===== src/rtl/wb_queue.sv =====
// wb_queue: ALU/load write-back arbiter with a 4-entry ALU FIFO, a registered
// register-file/flag output stage and a registered pending-write scoreboard.
// Loads always win the output stage; ALU results wait in the FIFO in order.
// Optional feature macro: WB_BYPASS_EN lets an ALU result skip the empty FIFO
// and reach the output stage one cycle after its handshake.
module wb_queue (
  input  logic        clk,
  input  logic        rst,
  input  logic        alu_valid,
  output logic        alu_ready,
  input  logic [3:0]  alu_reg,
  input  logic [15:0] alu_data,
  input  logic [2:0]  alu_flag_en,
  input  logic [2:0]  alu_flags,
  input  logic        ld_valid,
  input  logic [3:0]  ld_reg,
  input  logic [15:0] ld_data,
  output logic        WriteReg,
  output logic [3:0]  DstReg,
  output logic [15:0] DstData,
  output logic        Z_in,
  output logic        O_in,
  output logic        N_in,
  output logic        Z_en,
  output logic        O_en,
  output logic        N_en,
  output logic [15:0] pending
);

  // FIFO storage; flag vectors are kept in {Z,O,N} order
  logic [3:0]  regMem    [4];
  logic [15:0] dataMem   [4];
  logic [2:0]  flagEnMem [4];
  logic [2:0]  flagsMem  [4];

  logic [1:0] rdPtr;
  logic [1:0] wrPtr;
  logic [2:0] count;

  logic       aluFire;
  logic       fifoEmpty;
  logic       doPop;
  logic       doPush;
  logic       doBypass;
  logic [1:0] rdPtrNext;
  logic [1:0] wrPtrNext;
  logic [2:0] countNext;

  logic        nextWrite;
  logic [3:0]  nextReg;
  logic [15:0] nextData;
  logic [2:0]  nextFlagEn;
  logic [2:0]  nextFlags;
  logic [15:0] pendingNext;

  assign alu_ready = !rst && (count != 3'd4);
  assign aluFire   = alu_valid && alu_ready;
  assign fifoEmpty = (count == 3'd0);
  assign doPop     = !ld_valid && !fifoEmpty;

`ifdef WB_BYPASS_EN
  assign doBypass = aluFire && !ld_valid && fifoEmpty;
`else
  assign doBypass = 1'b0;
`endif

  assign doPush    = aluFire && !doBypass;
  assign rdPtrNext = doPop  ? rdPtr + 2'd1 : rdPtr;
  assign wrPtrNext = doPush ? wrPtr + 2'd1 : wrPtr;

  // Occupancy follows push minus pop; a simultaneous push and pop cancel out
  always_comb begin
    countNext = count;
    if (doPush && !doPop) begin
      countNext = count + 3'd1;
    end else if (!doPush && doPop) begin
      countNext = count - 3'd1;
    end
  end

  // Select what the output stage shows next: load first, then FIFO head, then bypass
  always_comb begin
    nextWrite  = 1'b0;
    nextReg    = DstReg;
    nextData   = DstData;
    nextFlagEn = 3'b000;
    nextFlags  = {Z_in, O_in, N_in};
    if (ld_valid) begin
      nextWrite = 1'b1;
      nextReg   = ld_reg;
      nextData  = ld_data;
    end else if (doPop) begin
      nextWrite  = (regMem[rdPtr] != 4'd0);
      nextReg    = regMem[rdPtr];
      nextData   = dataMem[rdPtr];
      nextFlagEn = flagEnMem[rdPtr];
      nextFlags  = flagsMem[rdPtr];
    end else if (doBypass) begin
      nextWrite  = (alu_reg != 4'd0);
      nextReg    = alu_reg;
      nextData   = alu_data;
      nextFlagEn = alu_flag_en;
      nextFlags  = alu_flags;
    end
  end

  // Scoreboard of the state after this edge: surviving FIFO slots plus the output stage
  always_comb begin
    logic [1:0] slot;
    logic [1:0] offset;
    logic [3:0] entryReg;
    pendingNext = '0;
    slot        = 2'd0;
    offset      = 2'd0;
    entryReg    = 4'd0;
    for (int i = 0; i < 4; i++) begin
      slot     = 2'(i);
      offset   = slot - rdPtrNext;
      entryReg = (doPush && (slot == wrPtr)) ? alu_reg : regMem[slot];
      if ({1'b0, offset} < countNext) begin
        pendingNext[entryReg] = 1'b1;
      end
    end
    if (nextWrite) begin
      pendingNext[nextReg] = 1'b1;
    end
    pendingNext[0] = 1'b0;
  end

  // FIFO payload writes; contents need no reset because count marks validity
  always_ff @(posedge clk) begin
    if (doPush) begin
      regMem[wrPtr]    <= alu_reg;
      dataMem[wrPtr]   <= alu_data;
      flagEnMem[wrPtr] <= alu_flag_en;
      flagsMem[wrPtr]  <= alu_flags;
    end
  end

  // FIFO pointers and occupancy; reset drops every queued write
  always_ff @(posedge clk) begin
    if (rst) begin
      rdPtr <= 2'd0;
      wrPtr <= 2'd0;
      count <= 3'd0;
    end else begin
      rdPtr <= rdPtrNext;
      wrPtr <= wrPtrNext;
      count <= countNext;
    end
  end

  // Registered register-file, flag and scoreboard outputs
  always_ff @(posedge clk) begin
    if (rst) begin
      WriteReg <= 1'b0;
      DstReg   <= 4'd0;
      DstData  <= 16'd0;
      Z_en     <= 1'b0;
      O_en     <= 1'b0;
      N_en     <= 1'b0;
      Z_in     <= 1'b0;
      O_in     <= 1'b0;
      N_in     <= 1'b0;
      pending  <= 16'd0;
    end else begin
      WriteReg <= nextWrite;
      DstReg   <= nextReg;
      DstData  <= nextData;
      Z_en     <= nextFlagEn[2];
      O_en     <= nextFlagEn[1];
      N_en     <= nextFlagEn[0];
      Z_in     <= nextFlags[2];
      O_in     <= nextFlags[1];
      N_in     <= nextFlags[0];
      pending  <= pendingNext;
    end
  end

endmodule


===== config.mk =====
export PLATFORM = sky130hd
export DESIGN_NAME = wb_queue
export DESIGN_NICKNAME = d
export VERILOG_FILES = /design/src/rtl/wb_queue.sv
export SDC_FILE = /design/constraint.sdc
export NUM_CORES = 1
export LEC_CHECK = 0
export BUFFER_PORTS_ARGS = -buffer_cell sky130_fd_sc_hd__buf_2
export CAP_MARGIN = 15
export CORE_ASPECT_RATIO = 0.7
export CORE_UTILIZATION = 35
export DETAILED_ROUTE_END_ITERATION = 8
export GPL_TIMING_DRIVEN = 0
export SETUP_SLACK_MARGIN = 0.4
export SLEW_MARGIN = 20
export SYNTH_ARGS = -nofsm -noshare
export SYNTH_HDL_FRONTEND = slang
export SYNTH_SLANG_ARGS = --single-unit

===== constraint.sdc =====
create_clock -name clk -period 3.2 [get_ports clk]
set_input_delay 0.32 -clock clk [delete_from_list [all_inputs] [get_ports clk]]
set_output_delay 0.32 -clock clk [all_outputs]
set_load 0.05 [all_outputs]

; ---- After elaboration in Yosys (flattened, before gate mapping)
; Memories as Yosys holds them, arrays and structs flattened. A register that Yosys moved wholly into a read port is not among the register bits.
; Cells that the tools add are included.
[op_classes]
reduce_logical = 25
eq_ne = 4
addsub = 8
order_cmp = 14
bitwise = 6
mux = 32
[op_table]
columns = cell, count
row1 = 2-to-1 mux 16 bit, 7
row2 = OR 16 bit, 4
row3 = "less-than comparator 4 x 5 -> 1 bit, second input constant", 5
row4 = 2-to-1 mux 4 bit, 6
row5 = demux 1 bit (select 4 bit), 5
row6 = "greater-or-equal comparator 4 x 1 -> 1 bit, second input constant", 5
row7 = logical AND 1 bit, 14
row8 = less-than comparator 2 x 3 -> 1 bit, 4
row9 = 2-to-1 mux 1 bit, 9
row10 = 2-to-1 mux 2 bit, 3
row11 = 2-to-1 mux 3 bit, 2
row12 = zero test 1 bit, 5
row13 = "adder 2 x 1 -> 2 bit, second input constant", 2
row14 = "== test 2 bit, first input constant", 2
row15 = nonzero test 4 bit, 1
row16 = "subtractor 1 x 2 -> 2 bit, first input constant", 2
row17 = "subtractor 2 bit, first input constant", 2
row18 = "adder 3 x 1 -> 3 bit, second input constant", 1
row19 = zero test 3 bit, 1
row20 = "!= test 3 bit, second input constant", 1
row21 = OR reduction 3 bit, 1
row22 = "subtractor 3 x 1 -> 3 bit, second input constant", 1
row23 = "== test 1 x 2 -> 1 bit, first input constant", 1
row24 = zero test 2 bit, 1
row25 = 3 further kinds, 4
[totals]
n_memories = 4
ramBits = 104
regBits = 44
[mem_list]
columns = name, depth, word_bits, rd, rd_ports_with_merged_regs, wr, line_no
row1 = dataMem, 4, 16, 1, 1, 1, 32  ; logic [15:0] dataMem [4];
row2 = regMem, 4, 4, 5, 1, 1, 31  ; logic [3:0] regMem [4];
row3 = flagEnMem, 4, 3, 1, 1, 1, 33  ; logic [2:0] flagEnMem [4];
row4 = flagsMem, 4, 3, 1, 1, 1, 34  ; logic [2:0] flagsMem [4];

; ---- Depth between registers and ports, before layout
[depth]
depth_word = 18
depth_mapped = 14
depth_no_buf = 13

; ---- Worst setup path before layout
; No wires, ideal clock.
[synth_timing]
path_kind = register to register
from = register count[0]
to = register pending[8]
path_stages_with_launch = 11
synth_period_minus_slack_ns = 3.210
path_buffers = 0
t_required_ns = 3.067
path_slack_ns = -0.010
arrival_time_ns = 3.077
path_cell_list = dfxtp_1 inv_1 ha_1 a21oi_1 nand3_1 inv_1 or3_1 o21ai_0 and2_1 a32oi_1 a31oi_1
[synth_between]
elab_chain_len = 18
elab_cells_between_ends = 69
cone_classes = add/sub (6) / order compare (14) / eq/ne (1) / mux (26) / bitwise (4) / reduce/logical (18)
[synth_rtl]
columns = element, line_no
row1 = from (decl), 38  ; logic [2:0] count;
row2 = from (signal assigned), 149  ; count <= countNext;
row3 = != test 3 bit *, 56  ; assign alu_ready = !rst && (count != 3'd4);
row4 = logical AND 1 bit *, 56
row5 = net alu_ready, 10  ; output logic alu_ready,
row6 = logical AND 1 bit *, 57  ; assign aluFire = alu_valid && alu_ready;
row7 = logical AND 1 bit, 119  ; entryReg = (doPush && (slot == wrPtr)) ? alu_reg : regMem[slot];
row8 = 2-to-1 mux 4 bit, 119
row9 = less-than comparator 4 x 5 -> 1 bit (not written as such) or greater-or-equal comparator 4 x 1 -> 1 bit (tied branches), 121  ; pendingNext[entryReg] = 1'b1;
row10 = logical AND 1 bit (not written as such), 121
row11 = [3 not listed], n/a
row12 = OR 16 bit (no source line), n/a
row13 = 2-to-1 mux 16 bit, 120  ; if ({1'b0, offset} < countNext) begin
row14 = OR 16 bit (no source line), n/a
row15 = 2-to-1 mux 16 bit, 120
row16 = OR 16 bit (no source line), n/a
row17 = 2-to-1 mux 16 bit *, 120
row18 = OR 16 bit (no source line), n/a
row19 = 2-to-1 mux 16 bit *, 124  ; if (nextWrite) begin
row20 = to (signal assigned), 176  ; pending <= pendingNext;
row21 = to (decl), 27  ; output logic [15:0] pending
; The timed path passes the listed nets; every way through them passes the cells marked *.
; A chain may end at the register's enable or synchronous reset.

; ---- Worst setup path in the final report
[layout_timing]
from = register count[0]
to = register pending[14]
[layout_between]
elab_chain_len = 18
elab_cells_between_ends = 69
cone_classes = add/sub (6) / order compare (14) / eq/ne (1) / mux (26) / bitwise (4) / reduce/logical (18)
[layout_rtl]
columns = element, line_no
row1 = != test 3 bit, 56
row2 = logical AND 1 bit, 56
row3 = logical AND 1 bit, 57
row4 = logical AND 1 bit, 119
row5 = 2-to-1 mux 4 bit, 119
row6 = less-than comparator 4 x 5 -> 1 bit (not written as such) or greater-or-equal comparator 4 x 1 -> 1 bit (tied branches), 121
row7 = logical AND 1 bit (not written as such), 121
row8 = 2-to-1 mux 1 bit (not written as such), 121
row9 = [2 not listed], n/a
row10 = OR 16 bit (no source line), n/a
row11 = 2-to-1 mux 16 bit, 120
row12 = OR 16 bit (no source line), n/a
row13 = 2-to-1 mux 16 bit, 120
row14 = OR 16 bit (no source line), n/a
row15 = 2-to-1 mux 16 bit, 120
row16 = OR 16 bit (no source line), n/a
row17 = 2-to-1 mux 16 bit *, 124
; Every way passes the cells marked *; elsewhere a longest branch is shown, timed or not.

==> metrics.txt <==
Power Internal=4.77 mW; synthesized area=0.00704 mm2; number of port buffers=91; TritonRoute pass-1 iters=5; CTS tree=yes; placed insts=930; Post-synth ARST share=0%; Routed Antenna Nets=0; final setup skew=7.11 ps; Worst Max-Slew Pin Slew=994 ps; ordered cell list for the critical path=inv_4 -> ha_4 -> or2b_4 -> nand2_4 -> buf_8 -> maj3_2 -> a21oi_4 -> buf_6 -> ha_4 -> a31oi_4 -> nand2b_4 -> buf_8 -> a32oi_2 -> a31oi_1; vias=5463; worst endpoint required time=3530 ps; WP data arrival=3180 ps; DPL Wire Length=14.6 mm; MaxCap Viol Count=0; RSZ-0062 raised after global routing=yes; Crit Path Class=reg2reg; I/O pin cnt=94; Antenna diodes=0; fillcell total=1774; Cells after Synth=575; Die X=172 um; final core utilization=46.2%; max incr delay on CP=350 ps; commonest non-fill, non-tap cells in the layout=104 x edfxtp_1, 96 x buf_2, 53 x nand2_1; fin crit share=88.9%; sequential power share=30.8%; Power Density=910 mW/mm2; clock root buffer=clkbuf_16; crit-path max FO=9; H-tree lvl count=4; Max IR drop VDD=0.000452 V; die area=0.0207 mm2; Top delay family on crit path=compound AO/OA/AOI/OAI gates; Worst Setup Start Kind=flop; CTS clk-pin slew, worst paths=70 ps; Die Y=121 um; number of DRC markers in iteration 0=571; Clk network pwr share=24.6%; hold_buf cts=0; switching power total=3.33 mW; later-pin clock latency in the skew report=430 ps; Cell variety after synth=58; layout cells sized above 1=32.4%; Starting Density=36.5%; hold crit path type=in2reg; Residual DRC=0; Synth-to-Final Area Change=26.4%; sequential fraction of the synthesis area=58.3%; initial antenna violation count=2; CP max stage cell=dfxtp_2; clock sinks=153; Worst Path Buf+Inv=4; most used flip-flop cell after synthesis=edfxtp_1; number of synthesized flops with an enable pin=104; RePlAce Congestion=0.926; Finished Layout Cells=989; pin count of the biggest net entering global routing=30; Synth Warn #=0; Switching Share=41.1%; Net count, final=774; CP Capture Type=flop; crit path time final=2840 ps; Core Rows=42; Syn Nets=637; setup_tns=0 ps; final wirelength=20.6 mm; mean routed wirelength per cell=20.8 um; FF+latch area=0.00411 mm2; first-pass GRT wire length=31.0 mm; vias in the first global route=5282; gr usage total=20.7%; Bufs on Longest Clock Path=2; syn_area_per_cell=12.2 um2; fmax=0.352 GHz; register bit total from synthesis=153; total CTS buffers=17; Final Hold Viols=0; vias per cell=5.52; headroom to the max-slew limit=33.0%; Final setup viols=0; Multi-input gate area=0.00294 mm2; commonest non-fill, non-tap cell in the layout=edfxtp_1; Core Region=0.0193 mm2; Leak=3.20 nW; status=completed; total grt overflow=0; Logic pwr share=44.5%; Final Slew Violations=0
==> synth_stat cells (all sizes together), types with 8 or more instances <==
master | instances | area, um2
ha | 12 | 150
a311oi | 17 | 155
mux4 | 26 | 586
buf | 16 | 87.6
nand3 | 27 | 135
dfxtp | 49 | 981
nor2 | 53 | 206
nand3b | 10 | 75.1
inv | 18 | 67.6
edfxtp | 104 | 3120
o21ai | 31 | 159
a31oi | 31 | 194
o21a | 8 | 60.1
a32oi | 8 | 70.1
clkbuf | 16 | 60.1
a21oi | 12 | 60.1
nand2 | 55 | 209
==> sequential cells by signal, summed over array words and instances (netlist names), 2 cells and up <==
signal / cells
dataMem: 64
DstData: 16
regMem: 16
pending: 15
flagEnMem: 12
flagsMem: 12
DstReg: 4
count: 3
rdPtr: 2
wrPtr: 2
==> worst reg2reg max path, stage by stage, from the launching register on <==
cell      delay (ps)
dfxtp_2          350
inv_4             50
ha_4             170
or2b_4           210
nand2_4           60
buf_8            130
maj3_2           310
a21oi_4          250
buf_6            150
ha_4             200
a31oi_4          200
nand2b_4         170
buf_8            130
a32oi_2           90
a31oi_1          280
==> power by group through the flow <==
stage                     sequential, mW  clock [mW]  combinational, mW
after floorplan                     3.13           0               1.52
after detailed placement            2.54           0               2.91
final                               2.50        2.00               3.61
after global placement              2.53           0               2.89
after CTS                           2.50        2.04               3.37
after global routing                2.52        2.11               3.81
==> worst paths after layout <==
path                                           from                         to  slack (ps)  cells after the start
worst min-delay path                 alu_flag_en[1]  flagEnMem[0][1]$_DFFE_PP_         100                      1
worst max-delay path            count[0]$_SDFF_PP0_     pending[14]$_SDFF_PP0_         360                     14
worst max register to register  count[0]$_SDFF_PP0_     pending[14]$_SDFF_PP0_         360                     14
worst min register to register    O_in$_SDFFE_PP0P_          O_in$_SDFFE_PP0P_         480                      2
==> cells by family (layout without fill, tap and decap cells) <==
family / Yosys count / in the layout / share of synthesized area, %
adders and majority gates: 14 / 14 / 2.42
DFF: 153 / 153 / 58.3
muxes: 29 / 29 / 8.75
xor gates and xnor gates: 6 / 6 / 0.853
AOI/OAI and AO/OA: 136 / 136 / 13.8
other: 1 / 1 / 0.0533
buffers and inverters: 50 / 200 / 3.06
and+or+nand+nor: 186 / 186 / 12.8
==> area by class of cell <==
class / instances / share of cell area (%)
Sequential cell: 153 / 46.1
Multi-Input combinational cell: 372 / 33.0
Timing Repair Buffer: 117 / 7.35
Clock buffer: 17 / 4.78
Tap cell: 264 / 3.71
Buffer: 32 / 2.14
Clock inverter: 15 / 1.90
Inverter: 18 / 0.886
Timing Repair inverter: 1 / 0.0562
==> stage by stage <==
step	total power, mW	hold slack (ps)	setup WS (ps)	instance area (um2)
floorplan	4.65	419	420	7070
global placement	5.41	477	-326	7850
detailed placement	5.45	466	-362	7850
CTS	7.90	73.8	368	8700
global route	8.45	74.2	284	8900
finish	8.10	98.6	355	8900
==> repair_timing <==
action,in CTS,in global routing
buffers inserted,11,15
endpoints found under the setup margin,15,15
hold endpoints to repair,0,0
gates resized for setup,37,19
cloned,1,0
pin swaps,21,17
==> routing by layer <==
metal / vias up / share of wire (%) / GRT usage, %
met4: 4 / 0.98 / 5.80
met2: 225 / 43 / 29.2
li1: 2498 / - / -
met3: 19 / 8.8 / 7.36
met5: - / 0.13 / 0
met1: 2717 / 47 / 29.7
(Power assumes the default switching activity.)
